`config.mk`:
```
export PLATFORM = sky130hd
export DESIGN_NAME = if_stage
export DESIGN_NICKNAME = d
export VERILOG_FILES = /design/src/rtl/cpu_pkg.sv /design/src/rtl/if_stage_fetch_buf.sv /design/src/rtl/if_stage.sv
export SDC_FILE = /design/constraint.sdc
export NUM_CORES = 1
export LEC_CHECK = 0
export CORE_ASPECT_RATIO = 0.5
export CORE_MARGIN = 3
export CORE_UTILIZATION = 30
export DETAILED_ROUTE_END_ITERATION = 12
export PLACE_DENSITY_LB_ADDON = 0.1
export SYNTH_ARGS = -nofsm -noshare
export SYNTH_HDL_FRONTEND = slang
export SYNTH_HIERARCHICAL = 1
export SYNTH_SLANG_ARGS = --single-unit
```
`constraint.sdc`:
```
create_clock -name clk -period 4.8 [get_ports clk]
set_clock_uncertainty 0.05 [all_clocks]
set_input_delay 0.48 -clock clk [delete_from_list [all_inputs] [get_ports clk]]
set_output_delay 0.48 -clock clk [all_outputs]
set_load 0.05 [all_outputs]
```
`src/rtl/cpu_pkg.sv`:
```
// ---------------------------------------------------------------------------
// cpu_pkg
// Shared definitions for the in-order pipeline front end:
//   - NOP_INSTR      : canonical bubble instruction (addi x0,x0,0)
//   - *_LSB          : bit positions of the RV32I instruction fields
//   - OPC_*          : RV32I major opcode constants
//   - fetch_state_e  : instruction-fetch FSM states
// No ports (package).
// ---------------------------------------------------------------------------
package cpu_pkg;

   localparam logic [31:0] NOP_INSTR = 32'h0000_0013;

   localparam int OPCODE_LSB = 0;
   localparam int RD_LSB     = 7;
   localparam int FUNCT3_LSB = 12;
   localparam int RS1_LSB    = 15;
   localparam int RS2_LSB    = 20;
   localparam int FUNCT7_LSB = 25;

   localparam logic [6:0] OPC_LUI      = 7'b0110111;
   localparam logic [6:0] OPC_AUIPC    = 7'b0010111;
   localparam logic [6:0] OPC_JAL      = 7'b1101111;
   localparam logic [6:0] OPC_JALR     = 7'b1100111;
   localparam logic [6:0] OPC_BRANCH   = 7'b1100011;
   localparam logic [6:0] OPC_LOAD     = 7'b0000011;
   localparam logic [6:0] OPC_STORE    = 7'b0100011;
   localparam logic [6:0] OPC_OP_IMM   = 7'b0010011;
   localparam logic [6:0] OPC_OP       = 7'b0110011;
   localparam logic [6:0] OPC_MISC_MEM = 7'b0001111;
   localparam logic [6:0] OPC_SYSTEM   = 7'b1110011;

   typedef enum logic [1:0] {
      REQ  = 2'd0,
      WAIT = 2'd1,
      FULL = 2'd2,
      DROP = 2'd3
   } fetch_state_e;

endpackage

```
`src/rtl/if_stage_fetch_buf.sv`:
```
// ---------------------------------------------------------------------------
// fetch_buf
// Single-entry hold buffer that parks a fetched word (and its PC) when the
// decode stage is stalled at the moment the memory response arrives.
// Ports:
//   clk, rst        : clock, asynchronous active-low reset
//   load            : capture in_data/in_pc, mark valid
//   clear           : drop the entry (highest priority)
//   pop             : entry consumed, mark invalid
//   in_data, in_pc  : word and PC to capture
//   data, pc, valid : stored entry
// ---------------------------------------------------------------------------
module fetch_buf
   import cpu_pkg::*;
#(
   parameter int D_WIDTH = 32,
   parameter int A_WIDTH = 32
) (
   input  logic               clk,
   input  logic               rst,
   input  logic               load,
   input  logic               clear,
   input  logic               pop,
   input  logic [D_WIDTH-1:0] in_data,
   input  logic [A_WIDTH-1:0] in_pc,
   output logic [D_WIDTH-1:0] data,
   output logic [A_WIDTH-1:0] pc,
   output logic               valid
);

   // Clear wins over load so a redirect in the same cycle as a late response
   // can never leave a stale instruction behind.
   always_ff @(posedge clk or negedge rst) begin
      if (!rst) begin
         valid <= 1'b0;
         data  <= D_WIDTH'(NOP_INSTR);
         pc    <= '0;
      end else if (clear) begin
         valid <= 1'b0;
      end else if (load) begin
         valid <= 1'b1;
         data  <= in_data;
         pc    <= in_pc;
      end else if (pop) begin
         valid <= 1'b0;
      end
   end

endmodule

```
`src/rtl/if_stage.sv`:
```
// ---------------------------------------------------------------------------
// if_stage
// Instruction-fetch stage: owns the PC, issues single-outstanding requests
// over a req/gnt/rvalid handshake, registers the returned word into IF/ID and
// splits it into decode fields. Handles decode stalls (en) and redirects.
// Optional feature macro: IF_STAGE_PERF_EN (adds fetch_cnt / stall_cnt).
// Ports:
//   clk, rst                : clock, asynchronous active-low reset
//   en                      : decode ready (0 = hold IF/ID)
//   redirect, redirect_pc   : taken branch/jump and its target
//   imem_req/addr/gnt       : request side of instruction memory
//   imem_rvalid/rdata       : response side of instruction memory
//   instr, pc_id, valid_id  : IF/ID register
//   opcode..funct7          : fields of instr
//   fetch_cnt, stall_cnt    : performance counters (IF_STAGE_PERF_EN only)
// ---------------------------------------------------------------------------
module if_stage
   import cpu_pkg::*;
#(
   parameter int               D_WIDTH  = 32,
   parameter int               A_WIDTH  = 32,
   parameter int               RF_SIZE  = 5,
   parameter logic [A_WIDTH-1:0] RESET_PC = 32'h0000_0000
) (
   input  logic               clk,
   input  logic               rst,
   input  logic               en,
   input  logic               redirect,
   input  logic [A_WIDTH-1:0] redirect_pc,
   output logic               imem_req,
   output logic [A_WIDTH-1:0] imem_addr,
   input  logic               imem_gnt,
   input  logic               imem_rvalid,
   input  logic [D_WIDTH-1:0] imem_rdata,
   output logic [D_WIDTH-1:0] instr,
   output logic [6:0]         opcode,
   output logic [RF_SIZE-1:0] rd,
   output logic [2:0]         funct3,
   output logic [RF_SIZE-1:0] rs1,
   output logic [RF_SIZE-1:0] rs2,
   output logic [6:0]         funct7,
   output logic [A_WIDTH-1:0] pc_id,
   output logic               valid_id
`ifdef IF_STAGE_PERF_EN
   ,
   output logic [31:0]        fetch_cnt,
   output logic [31:0]        stall_cnt
`endif
);

   fetch_state_e       state, state_next;
   logic               run;
   logic [A_WIDTH-1:0] pc, pc_next;
   logic [A_WIDTH-1:0] pend_pc, pend_pc_next;
   logic               load_mem, load_buf, bubble;
   logic               buf_load, buf_clear, buf_pop;
   logic [D_WIDTH-1:0] buf_data;
   logic [A_WIDTH-1:0] buf_pc;
   logic               buf_valid;

   // The state register resets to REQ, but requests are held off until the
   // first edge after reset release so imem_req is low throughout reset.
   assign imem_req  = run && (state == REQ);
   assign imem_addr = pc;

   // State, PC and the PC of the in-flight request.
   always_ff @(posedge clk or negedge rst) begin
      if (!rst) begin
         state   <= REQ;
         run     <= 1'b0;
         pc      <= RESET_PC;
         pend_pc <= RESET_PC;
      end else begin
         state   <= state_next;
         run     <= 1'b1;
         pc      <= pc_next;
         pend_pc <= pend_pc_next;
      end
   end

   // Next-state and datapath control. A redirect overrides everything else;
   // it goes to DROP only when a response is still owed, so the next request
   // cannot overlap the abandoned one. A response landing in the very cycle
   // of the redirect is consumed (and discarded) immediately.
   always_comb begin
      state_next   = state;
      pc_next      = pc;
      pend_pc_next = pend_pc;
      load_mem     = 1'b0;
      load_buf     = 1'b0;
      bubble       = 1'b0;
      buf_load     = 1'b0;
      buf_clear    = 1'b0;
      buf_pop      = 1'b0;

      if (redirect) begin
         pc_next   = redirect_pc & ~A_WIDTH'(3);
         bubble    = 1'b1;
         buf_clear = 1'b1;
         if (((state == WAIT) && !imem_rvalid) ||
             ((state == DROP) && !imem_rvalid) ||
             (imem_req && imem_gnt))
            state_next = DROP;
         else
            state_next = REQ;
      end else begin
         case (state)
            REQ: begin
               bubble = en;
               if (imem_req && imem_gnt) begin
                  pend_pc_next = pc;
                  pc_next      = pc + A_WIDTH'(4);
                  state_next   = WAIT;
               end
            end
            WAIT: begin
               if (imem_rvalid) begin
                  if (en) begin
                     load_mem   = 1'b1;
                     state_next = REQ;
                  end else begin
                     buf_load   = 1'b1;
                     state_next = FULL;
                  end
               end else begin
                  bubble = en;
               end
            end
            FULL: begin
               if (en && buf_valid) begin
                  load_buf   = 1'b1;
                  buf_pop    = 1'b1;
                  state_next = REQ;
               end
            end
            DROP: begin
               bubble = en;
               if (imem_rvalid)
                  state_next = REQ;
            end
            default: state_next = REQ;
         endcase
      end
   end

   fetch_buf #(
      .D_WIDTH (D_WIDTH),
      .A_WIDTH (A_WIDTH)
   ) u_fetch_buf (
      .clk     (clk),
      .rst     (rst),
      .load    (buf_load),
      .clear   (buf_clear),
      .pop     (buf_pop),
      .in_data (imem_rdata),
      .in_pc   (pend_pc),
      .data    (buf_data),
      .pc      (buf_pc),
      .valid   (buf_valid)
   );

   // IF/ID register. A bubble replaces the instruction with NOP but keeps the
   // last pc_id; with no load and no bubble (en=0) everything holds.
   always_ff @(posedge clk or negedge rst) begin
      if (!rst) begin
         instr    <= D_WIDTH'(NOP_INSTR);
         pc_id    <= '0;
         valid_id <= 1'b0;
      end else if (load_mem) begin
         instr    <= imem_rdata;
         pc_id    <= pend_pc;
         valid_id <= 1'b1;
      end else if (load_buf) begin
         instr    <= buf_data;
         pc_id    <= buf_pc;
         valid_id <= 1'b1;
      end else if (bubble) begin
         instr    <= D_WIDTH'(NOP_INSTR);
         valid_id <= 1'b0;
      end
   end

   assign opcode = instr[OPCODE_LSB +: 7];
   assign rd     = instr[RD_LSB     +: RF_SIZE];
   assign funct3 = instr[FUNCT3_LSB +: 3];
   assign rs1    = instr[RS1_LSB    +: RF_SIZE];
   assign rs2    = instr[RS2_LSB    +: RF_SIZE];
   assign funct7 = instr[FUNCT7_LSB +: 7];

`ifdef IF_STAGE_PERF_EN
   // Counts real instructions handed to decode, and cycles a real
   // instruction sat in IF/ID because decode was not ready.
   always_ff @(posedge clk or negedge rst) begin
      if (!rst) begin
         fetch_cnt <= '0;
         stall_cnt <= '0;
      end else begin
         if (load_mem || load_buf)
            fetch_cnt <= fetch_cnt + 32'd1;
         if (valid_id && !en)
            stall_cnt <= stall_cnt + 32'd1;
      end
   end
`endif

endmodule

```
==> results.json <==
{
  "dieHeight_um": 130,
  "grtUsageMet2": 0.279,
  "async_flop_share": 1.00,
  "tightestPinTransition_ns": 0.894,
  "finalMaxSlewViolations": 0,
  "max_freq_ghz": 0.351,
  "cts_hold_buf": 0,
  "top_usage_layer": "met2",
  "worstPathCellList": "inv_1, ha_1, nand4_1, or4_1, or4_1, a31oi_1",
  "startpoint_type": "flop",
  "drive_gt1_frac": 0.150,
  "synthFlopType": "dfrtp_1",
  "synth_top_cell_area_share": 0.505,
  "antenna_found_initial": 1,
  "crit_family": "simple AND/OR/NAND/NOR gates",
  "place_inst": 1378,
  "rsz0062_at_grt": "no",
  "crit_fanout": 18,
  "h-tree-depth": 4,
  "ys_ff_latch": 193,
  "cp-end-kind": "flop",
  "postCtsSetupRepairBufs": 0,
  "final_core_util": 0.401,
  "path_buf_inv": 1,
  "grtUsageTotal": 0.163,
  "clk_pin_slew_ns": 0.07,
  "cts_sinks": 193,
  "crit_top_cell": "or4_1",
  "yosysTopAreaCell": "dfrtp_1",
  "vias": 7018,
  "p_total_mw": 6.74,
  "clock_latency_ns": 0.45,
  "hold_path.class": "in -> async",
  "slowest_delay_ns": 0.89,
  "grt_pass1_wl_um": 41500,
  "syn_area_mm2": 0.00926,
  "io_pins": 200,
  "portBuffers": 195,
  "relSlewSlack": 0.403,
  "setup_tns_ns": 0,
  "globalplace.congestion": 0.737,
  "required_ns": 5.12,
  "routed_wl_um": 26400,
  "dieArea_mm2": 0.0331,
  "leakagePower_nw": 4.91,
  "die_w_um": 254,
  "cap_violations": 0,
  "ff_latch_area_mm2": 0.00484,
  "gr-usage-met3": 0.0287,
  "core_mm2": 0.0297,
  "p_per_area_mw_per_mm2": 567,
  "detail_route.wl_per_cell_um": 18.7,
  "fillers": 2828,
  "initial_utilization": 0.312,
  "syn_area_per_cell_um2": 10.7,
  "synth.distinct_cells": 45,
  "grt_use_met1": 0.211,
  "period_share": 0.594,
  "cts_tree": "yes",
  "instances_no_fill": 1411,
  "clockBufferDepth": 2,
  "hold-worst-slack_ns": 0.0130,
  "hpwlAfterDp_um": 16600,
  "syn_inst": 868,
  "min_period_ns": 2.85,
  "antenna_left": 0,
  "root_buffer": "clkbuf_16",
  "status": "complete, no violations",
  "areaGrowthSynthToFinish_pct": 28.4,
  "synth-edff-count": 0,
  "setup-violations-final": 0,
  "multi_input_area_mm2": 0.00382,
  "drt_iter0_drc": 373,
  "grt_overflow": 0,
  "hold_viol_final": 0,
  "grt_pass1_vias": 7157,
  "yosysWarnings": 6,
  "netlist_top_cells_area": "dfrtp_1 (51%), mux2_4 (9.7%), nand2_1 (6.3%)",
  "numCtsBuffers": 17,
  "viasPerCell": 4.97,
  "grt_max_degree": 87,
  "seq_area_frac_synth": 0.523,
  "drtPass1Iterations": 5,
  "path_class": "reg -> reg",
  "drc_errors": 0,
  "irDropWorstVdd_v": 0.000240,
  "cts_resized": 0,
  "row_count": 44,
  "final_nets": 1083,
  "worstPathArrival_ns": 3.17,
  "crit_path_top_delay_cell": "or4_1"
}
## through the flow
step                      worst slack (ns)  instance area (um2)
after global routing                  1.73                11900
after detailed placement              1.76                11200
after floorplan                       2.45                 9270
after global placement                1.81                11200
final                                 1.95                11900
after CTS                             1.92                11900
## report_power, final
part,internal [mW],switching (mW),leakage (nW)
Sequential,2.22,0.410,2.38
Combinational,1.07,1.46,2.23
Clock,0.894,0.682,0.304
Total,4.19,2.55,4.91
## cell usage after synthesis, types with 2 or more instances
library cell	instances
a21oi_1	5
a31oi_1	74
and2_1	2
and3_1	5
and4_1	5
buf_1	6
buf_12	7
buf_4	34
clkbuf_1	42
conb_1	2
dfrtp_1	187
dfstp_2	6
ha_1	7
inv_1	9
mux2_2	32
mux2_4	60
nand2_1	155
nand2b_1	4
nand3_1	19
nand4_1	7
nor2_1	83
nor3_1	2
nor4_1	5
o211ai_1	5
o21ai_0	15
o31a_1	2
o31ai_1	16
or3_1	30
or4_1	20
xnor2_1	5
xor2_1	3
## cells by family (layout without fill, tap and decap cells)
group / after synthesis / in the layout / synth area share
flip-flops: 193 / 193 / 0.523
adder cells (fa/ha/maj): 7 / 7 / 0.00946
XOR/XNOR: 8 / 8 / 0.00757
AND/OR/NAND/NOR: 343 / 343 / 0.171
AO/OA/AOI/OAI: 121 / 121 / 0.0837
multiplexers: 93 / 93 / 0.137
other: 2 / 6 / 0.000811
buffers and inverters: 101 / 249 / 0.0680
## path summary, 6_finish.rpt
path / from / slack (ns) / to / cells after the start
worst max-delay path: state[0] / 1.95 / imem_addr[17] / 6
worst min-delay path: rst / 0.01 / u_fetch_buf/pc[21] / 1
worst max register to register: state[0] / 1.95 / imem_addr[17] / 6
worst min register to register: u_fetch_buf/data[27] / 0.46 / u_fetch_buf/data[27] / 1
max in group asynchronous: rst / 3.61 / u_fetch_buf/data[4] / 2
min in group clk: redirect / 0.44 / imem_addr[2] / 3
## layout make-up
cell class	instances	share of cell area
Clock inverter	14	0.0168
Sequential cell	193	0.407
Antenna cell	1	0.000210
Timing Repair Buffer	207	0.174
Clock buffer	18	0.0369
Tap cell	391	0.0411
Multi-Input combinational cell	577	0.321
Inverter	10	0.00316
## metal layers
layer,vias up,part of all wire
met5,-,0
met1,3598,0.45
met4,0,0.016
li1,3284,-
met2,112,0.50
met3,24,0.031
## registers in the layout, indices dropped and copies added (netlist names)
name               cells
imem_addr             30
valid_id               1
instr                 32
u_fetch_buf/pc        32
u_fetch_buf/valid      1
run                    1
u_fetch_buf/data      32
pend_pc               30
pc_id                 32
state                  2
## layout by cell type, fill, tap and decap left out, types with 15 or more instances in the layout
cell               n
clkdlybuf4s50_1  193
dfrtp_1          187
nand2_1          155
nor2_1            83
a31oi_1           74
mux2_4            60
mux2_2            32
or3_1             30
or4_1             20
nand3_1           18
clkbuf_16         17
o31ai_1           16
o21ai_0           15
No activity file was read; power rests on OpenSTA's default activity.
